<file path="config.mk">
export PLATFORM = sky130hd
export DESIGN_NAME = mem_bus_ctrl
export DESIGN_NICKNAME = d
export VERILOG_FILES = /design/src/rtl/mem_bus_defs.sv /design/src/rtl/bus_timeout_cnt.sv /design/src/rtl/mem_bus_ctrl.sv
export SDC_FILE = /design/constraint.sdc
export NUM_CORES = 1
export LEC_CHECK = 0
export CAP_MARGIN = 20
export CORE_ASPECT_RATIO = 1.2
export CORE_MARGIN = 3
export CORE_UTILIZATION = 35
export CTS_CLUSTER_DIAMETER = 120
export CTS_CLUSTER_SIZE = 14
export DETAILED_ROUTE_END_ITERATION = 10
export DONT_BUFFER_PORTS = 1
export HOLD_SLACK_MARGIN = 0.03
export PLACE_DENSITY = 0.54
export SLEW_MARGIN = 20
export SYNTH_ARGS = -nofsm -noshare
export SYNTH_HDL_FRONTEND = slang
export SYNTH_SLANG_ARGS = --single-unit
</file>
<file path="constraint.sdc">
create_clock -name clk -period 2.8 [get_ports clk]
set_clock_uncertainty 0.1 [all_clocks]
set_input_delay 0.14 -clock clk [delete_from_list [all_inputs] [get_ports clk]]
set_output_delay 0.14 -clock clk [all_outputs]
set_load 0.005 [all_outputs]
</file>
<file path="src/rtl/mem_bus_defs.sv">
// Shared definitions for the CPU-to-memory bus controller: state encodings,
// the word-alignment mask and the default access timeout.
package mem_bus_defs;

  typedef enum logic [1:0] {
    ST_IDLE   = 2'd0,
    ST_ACCESS = 2'd1,
    ST_HOLD   = 2'd2,
    ST_ERROR  = 2'd3
  } state_e;

  localparam logic [1:0] ALIGN_MASK             = 2'b00;
  localparam int         DEFAULT_TIMEOUT_CYCLES = 255;

endpackage

</file>
<file path="src/rtl/bus_timeout_cnt.sv">
// Saturating cycle counter that flags the last permitted ACCESS cycle.
module bus_timeout_cnt
  import mem_bus_defs::*;
#(
  parameter int TIMEOUT_CYCLES = DEFAULT_TIMEOUT_CYCLES
) (
  input  logic clk,
  input  logic rst_n,
  input  logic clr,
  input  logic en,
  output logic expired
);

  localparam int CW = $clog2(TIMEOUT_CYCLES + 1);
  localparam logic [CW-1:0] CNT_LAST = CW'(TIMEOUT_CYCLES - 1);
  localparam logic [CW-1:0] CNT_MAX  = CW'(TIMEOUT_CYCLES);

  logic [CW-1:0] cnt_q;
  logic [CW-1:0] cnt_d;

  // Expiry is raised during the TIMEOUT_CYCLES-th cycle spent counting.
  assign expired = en && (cnt_q >= CNT_LAST);

  always_comb begin
    cnt_d = cnt_q;
    if (clr) begin
      cnt_d = {CW{1'b0}};
    end else if (en && (cnt_q != CNT_MAX)) begin
      cnt_d = cnt_q + CW'(1);
    end else begin
      cnt_d = cnt_q;
    end
  end

  always_ff @(posedge clk) begin
    if (!rst_n) begin
      cnt_q <= {CW{1'b0}};
    end else begin
      cnt_q <= cnt_d;
    end
  end

endmodule

</file>
<file path="src/rtl/mem_bus_ctrl.sv">
// Bridges single-cycle CPU load/store requests onto a req/ack memory bus,
// stalling the CPU for the duration and flagging illegal or timed-out accesses.
module mem_bus_ctrl
  import mem_bus_defs::*;
#(
  parameter int TIMEOUT_CYCLES = DEFAULT_TIMEOUT_CYCLES
) (
  input  logic        clk,
  input  logic        rst_n,
  input  logic        cpu_rd,
  input  logic        cpu_wr,
  input  logic [31:0] cpu_addr,
  input  logic [31:0] cpu_wdata,
  output logic [31:0] cpu_rdata,
  output logic        cpu_stall,
  output logic        cpu_err,
  output logic        mem_req,
  output logic        mem_we,
  output logic [31:0] mem_addr,
  output logic [31:0] mem_wdata,
  input  logic        mem_ack,
  input  logic [31:0] mem_rdata
);

  state_e      state_q, state_d;
  logic        mem_req_q, mem_req_d;
  logic        mem_we_q, mem_we_d;
  logic [31:0] mem_addr_q, mem_addr_d;
  logic [31:0] mem_wdata_q, mem_wdata_d;
  logic [31:0] cpu_rdata_q, cpu_rdata_d;
  logic        cpu_err_q, cpu_err_d;
  logic        legal_s, any_req_s, expired_s, cnt_clr_s, cnt_en_s;

  assign any_req_s = cpu_rd | cpu_wr;
  assign legal_s   = (cpu_rd ^ cpu_wr) && (cpu_addr[1:0] == ALIGN_MASK);
  assign cnt_clr_s = (state_q == ST_IDLE) && legal_s;
  assign cnt_en_s  = (state_q == ST_ACCESS);

  bus_timeout_cnt #(
    .TIMEOUT_CYCLES(TIMEOUT_CYCLES)
  ) u_timeout (
    .clk    (clk),
    .rst_n  (rst_n),
    .clr    (cnt_clr_s),
    .en     (cnt_en_s),
    .expired(expired_s)
  );

  // Stall is gated by reset so a CPU held in reset is never frozen.
  assign cpu_stall = rst_n && (cnt_clr_s || (state_q == ST_ACCESS));

  always_comb begin
    state_d     = state_q;
    mem_req_d   = mem_req_q;
    mem_we_d    = mem_we_q;
    mem_addr_d  = mem_addr_q;
    mem_wdata_d = mem_wdata_q;
    cpu_rdata_d = cpu_rdata_q;
    cpu_err_d   = 1'b0;
    case (state_q)
      ST_IDLE: begin
        if (legal_s) begin
          state_d     = ST_ACCESS;
          mem_req_d   = 1'b1;
          mem_we_d    = cpu_wr;
          mem_addr_d  = {cpu_addr[31:2], 2'b00};
          mem_wdata_d = cpu_wdata;
        end else if (any_req_s) begin
          state_d   = ST_ERROR;
          cpu_err_d = 1'b1;
        end else begin
          state_d = ST_IDLE;
        end
      end
      ST_ACCESS: begin
        // A completion on the expiry edge wins over the timeout.
        if (mem_ack) begin
          state_d   = ST_HOLD;
          mem_req_d = 1'b0;
          if (!mem_we_q) begin
            cpu_rdata_d = mem_rdata;
          end else begin
            cpu_rdata_d = cpu_rdata_q;
          end
        end else if (expired_s) begin
          state_d   = ST_ERROR;
          mem_req_d = 1'b0;
          cpu_err_d = 1'b1;
        end else begin
          state_d = ST_ACCESS;
        end
      end
      ST_HOLD:  state_d = ST_IDLE;
      ST_ERROR: state_d = ST_IDLE;
      default:  state_d = ST_IDLE;
    endcase
  end

  always_ff @(posedge clk) begin
    if (!rst_n) begin
      state_q     <= ST_IDLE;
      mem_req_q   <= 1'b0;
      mem_we_q    <= 1'b0;
      mem_addr_q  <= 32'h0000_0000;
      mem_wdata_q <= 32'h0000_0000;
      cpu_rdata_q <= 32'h0000_0000;
      cpu_err_q   <= 1'b0;
    end else begin
      state_q     <= state_d;
      mem_req_q   <= mem_req_d;
      mem_we_q    <= mem_we_d;
      mem_addr_q  <= mem_addr_d;
      mem_wdata_q <= mem_wdata_d;
      cpu_rdata_q <= cpu_rdata_d;
      cpu_err_q   <= cpu_err_d;
    end
  end

  assign mem_req   = mem_req_q;
  assign mem_we    = mem_we_q;
  assign mem_addr  = mem_addr_q;
  assign mem_wdata = mem_wdata_q;
  assign cpu_rdata = cpu_rdata_q;
  assign cpu_err   = cpu_err_q;

endmodule

</file>
Word-level counts from Yosys, hierarchy flattened
Cells that the tools add are included. W data, S select, Z words.

$add $sub $neg: 1. $mul: 0. Div/mod/pow operators: 0. Magnitude comparators: 1. Eq/ne operators: 6. Shifts and indexed selects: 0. Multiplexer cells: 14. Bitwise logic cells: 4. Reductions and logical operators: 14.

Operators with widths (number): $add A8 B1 Y8 const B (1); $ge A8 B8 Y1 const B (1); $mux W2 (4); $ne A8 B8 Y1 const B (1); $mux W1 (7); $pmux W2 S3 (1); $reduce_and A3 Y1 (2); $logic_and A1 B1 Y1 (5); $eq A2 B2 Y1 const B (2); $logic_not A2 Y1 (2); $pmux W1 S2 (2); $reduce_or A2 Y1 (2); $ne A3 B3 Y1 const B (1); $eq A2 B1 Y1 const B (1); $ne A2 B2 Y1 const B (1); $not A1 Y1 (2); $reduce_and A2 Y1 (1); $reduce_bool A2 Y1 (1); $logic_or A1 B1 Y1 (1); $or A1 B1 Y1 (1); $xor A1 B1 Y1 (1).

Register bits after elaboration: 107. Latch bits: 0. RAM bits: 0. Bits in read-only memories: 0. Input bits: 101. Output and inout bits: 100. Word-level logic and storage cells: 48. Memories: 0.

Depth between registers and ports, before layout
Word-level depth: 5. Gate-level depth with buffers: 8. Gate-level depth less buffers: 5.

Cells and area by module
From an unflattened synthesis, not the netlist that was laid out.

Cells, all modules: 495. Area, all modules: 4431.8 µm².

Modules (own cells, without submodules): mem_bus_ctrl (instances 1, cells each 443, area each 3975.1 µm², seq. area each 1981.9 µm²); bus_timeout_cnt (instances 1, cells each 52, area each 456.7 µm², seq. area each 160.2 µm²).

Least setup slack after synthesis
No wires, ideal clock.

Path type: input port to flip-flop. From: in cpu_rd. To: reg u_timeout.cnt_q[6]. Setup time: 0.134 ns. Data arrival time: 1.375 ns. Data required time: 2.566 ns. Setup slack: 1.191 ns. Cell stages on the path: 8. Path buffers: 3. Path through: inv_1 ha_1 or3b_1 buf_2 buf_6 buf_6 o211ai_1 mux2i_1.

Cells in the longest elaborated chain, start to end: 4.

RTL lines: from (decl) (line mem_bus_ctrl.sv:10) `input logic cpu_rd,`; $xor A1 B1 Y1 (line mem_bus_ctrl.sv:35) `assign legal_s = (cpu_rd ^ cpu_wr) && (cpu_addr[1:0] == ALIGN_MASK);`; $logic_and A1 B1 Y1 (line mem_bus_ctrl.sv:35); $logic_and A1 B1 Y1 (line mem_bus_ctrl.sv:36) `assign cnt_clr_s = (state_q == ST_IDLE) && legal_s;`; $reduce_or A2 Y1 (no line); to (signal assigned) (line bus_timeout_cnt.sv:37) `cnt_q <= {CW{1'b0}};`; to (signal assigned) (line bus_timeout_cnt.sv:39) `cnt_q <= cnt_d;`; to (decl) (line bus_timeout_cnt.sv:18) `logic [CW-1:0] cnt_q;`.

Every way passes these cells. A chain may end at the register's enable or synchronous reset.

Worst setup path in the final report
From: reg state_q[0]. To: reg cpu_rdata_q[27] (netlist: cpu_rdata[27]).

Cells in the longest elaborated chain, start to end: 2.

RTL lines: from (decl) (line mem_bus_ctrl.sv:25) `state_e state_q, state_d;`; from (signal assigned) (line mem_bus_ctrl.sv:109) `state_q <= state_d;`; $eq A2 B1 Y1 (line mem_bus_ctrl.sv:60) `case (state_q)`; $reduce_and A3 Y1 (no line); to (signal assigned) (line mem_bus_ctrl.sv:114) `cpu_rdata_q <= cpu_rdata_d;`; to (decl) (line mem_bus_ctrl.sv:30) `logic [31:0] cpu_rdata_q, cpu_rdata_d;`.

Every way passes these cells.

==> results_dict.tcl <==
set metrics [dict create \
    syn_to_final_growth_pct 32.9 \
    cp-start-kind "register" \
    die_area_um2 14100 \
    fp.dieH_um 130 \
    drc_errors 0 \
    final.setup.tns_ns 0 \
    fp.dieW_um 109 \
    crit_buf_inv 1 \
    rows 44 \
    setup_viol 0 \
    place_worst_setup_slack_ns 0.855 \
    wl_per_cell_um 17.0 \
    hold_violations 0 \
    p_leak_nw 2.07 \
    crit_slowest_cell "and4bb_2" \
    cp_slowest_stage_delay_ns 0.74 \
    first_pass_iters 4 \
    layout_common_cells "dlygate4sd3_1, dfxtp_1, a21boi_0" \
    num_vias 4016 \
    worstHoldStart "rst_n" \
    arrival_ns 2.54 \
    cts_tree "done" \
    initial_core_util_pct 36.3 \
    min_period_ns 2.35 \
    critical_path.startpoint "state_q[0]" \
    synth_area_um2 4460 \
    place_congestion 0.827 \
    worst_pin_slew_ns 0.816 \
    p_seq_share_pct 49.3 \
    rrSetupSlack_ns 0.45 \
    ys_seq_area_share_pct 48.0 \
    reg2reg_from "state_q[0]" \
    combPwrFrac_pct 14.3 \
    place_hpwl_mm 7.69 \
    final_max_slew_viol_count 0 \
    grt_start_max_net_pins 92 \
    synth_warnings 0 \
    slew-limit-headroom_pct 45.5 \
    rsz0062_at_grt "false" \
    drv_cap 0 \
    ir_drop_uv 288 \
    grt_usage_pct 17.5 \
    ys_ff_latch 107 \
    p_clk_share_pct 36.4 \
    max_freq_mhz 426 \
    syn_avg_cell_area_um2 8.73 \
    powerDensity_nw_per_um2 564 \
    synth_cell_types 45 \
    postLayoutSetupSlackWorst_ns 0.451 \
    ant_nets 0 \
    grt_pass1_wl_mm 19.7 \
    clock-sinks 107 \
    cts_resized 0 \
    path_clk_slew_ns 0.07 \
    hold_class "in2reg" \
    finalCritPeriodShare_pct 83.9 \
    final_common_cell "dlygate4sd3_1" \
    routed_via_density 5.33 \
    grt_overflow 0 \
    drt_wl_total_mm 12.8 \
    syn_inst 511 \
    critPathCaptureType "register" \
    htree_levels 3 \
    first_global_vias 3843 \
    path_delay_family "simple AND/OR/NAND/NOR gates" \
    nNetsFinal 692 \
    worstSetupPathType "reg2reg" \
    core_area_um2 12300 \
    crit_fanout 32 \
    switching_share_pct 26.8 \
    drt_iter0_markers 225 \
    port_buffers 0 \
    clock_latency_ns 0.34 \
    required_ns 2.99 \
    switching_power_uw 898 \
    pin_count 201 \
    drive_gt1_share_pct 5.06 \
    diodes 0 \
    intPower_mw 2.45 \
    clock_path_buffers 2 \
    antenna_found_initial 0 \
    cts_buffers 9 \
    cts-root-buf "clkbuf_16" \
    path_cells "and4bb_2 > nand2_1 > a21boi_1 > dlygate4sd3_1" \
    nFillCells 1128 \
    outcome "complete, no violations" \
]
## cells by family (layout without fill, tap and decap cells)
logic type      count (synthesis)  count (layout)  synth area share (%)
other cells                     1               2                0.0841
compound gates                183             183                  27.2
fa+ha+maj                       3               3                 0.842
flops                         107             107                  48.0
buf+inv                        57             138                  6.11
mux                             2               2                 0.449
simple gates                  158             158                  17.3
## state kept, by name (all words and copies together) (netlist names)
| signal | cells |
|---|---|
| u_timeout.cnt_q | 8 |
| mem_we | 1 |
| mem_req | 1 |
| cpu_rdata | 32 |
| cpu_err | 1 |
| state_q | 2 |
| mem_wdata | 32 |
| mem_addr | 30 |
## worst reg2reg max path, delay by kind of cell (launching register included)
| kind | cells | cell delay, ns |
|---|---|---|
| buffers and inverters | 1 | 0.57 |
| AND/OR/NAND/NOR | 2 | 0.87 |
| AO/OA/AOI/OAI | 1 | 0.17 |
| flip-flops | 1 | 0.58 |
## cells in the mapped netlist, drive strengths merged
library cell	number	area share, %
o41ai	1	0.20
o31ai	1	0.17
a21oi	6	0.67
or2	1	0.14
o211a	2	0.45
o221a	1	0.25
or3	1	0.14
nand4b	1	0.20
conb	1	0.084
ha	3	0.84
nand4	2	0.28
and4	2	0.39
nor2b	2	0.28
nor3	2	0.22
and3	1	0.14
a221oi	1	0.20
or3b	1	0.20
or4	2	0.34
o2111a	1	0.25
o22ai	1	0.14
and2	1	0.14
a211oi	2	0.34
o21ai	67	7.6
dfxtp	107	48
nand3	65	7.3
a2111oi	2	0.42
nand4bb	1	0.25
nand3b	1	0.45
nor2	4	0.39
buf	29	3.8
a21boi	95	16
nor3b	2	0.34
clkbuf	22	1.9
nand2	66	5.6
o211ai	3	0.50
inv	6	0.50
nand2b	2	0.28
and4bb	1	0.28
mux2i	2	0.45
## final cells by class
cell class,count,area [um2],area share [%]
Sequential cell,107,2140,36.1
Multi-Input combinational cell,348,2060,34.7
Timing Repair Buffer,116,1210,20.5
Clock buffer,11,243,4.10
Tap cell,161,201,3.40
Clock inverter,5,45.0,0.760
Inverter,6,22.5,0.380
## repair_timing
| action | 4_1_cts | 5_1_grt |
|---|---|---|
| hold buffers | 110 | 0 |
| buffers inserted | 0 | 0 |
| endpoints found under the setup margin | 0 | 0 |
| endpoints found under the hold margin | 107 | 0 |
## per-layer routing
layer	global-route usage [%]	routed length [um]	vias up
li1	-	-	1948
met1	20.1	5100	1882
met2	29.5	6130	172
met3	7.17	1410	14
met4	5.87	207	0
met5	0	0	-
## final timing paths
check	endpoint	depth (start not counted)
worst max-delay path	cpu_rdata[27]	4
worst min register to register	cpu_rdata[9]	2
worst max register to register	cpu_rdata[27]	4
worst min-delay path	mem_req	2
## through the flow
stage | instance area (um2) | hold WS [ns] | power, mW | cells | util, %
after floorplan | 4460 | 0.151 | 1.94 | 512 | -
after global placement | 4520 | 0.159 | 2.01 | 628 | 36.8
after detailed placement | 4520 | 0.159 | 2.02 | 628 | 36.8
after CTS | 5930 | 0.102 | 3.39 | 754 | 48.3
after global routing | 5930 | 0.109 | 3.51 | 754 | 48.3
final | 5930 | 0.0893 | 3.34 | 754 | 48.3
## power groups by stage
stage                     clock network (mW)  registers (mW)  logic, mW
after detailed placement                   0            1.68      0.333
final                                   1.22            1.65      0.479
after global placement                     0            1.68      0.322
after CTS                               1.27            1.65      0.476
after global routing                    1.33            1.66      0.528
after floorplan                            0            1.66      0.280
Note: power is estimated with default switching activity, not from simulation.
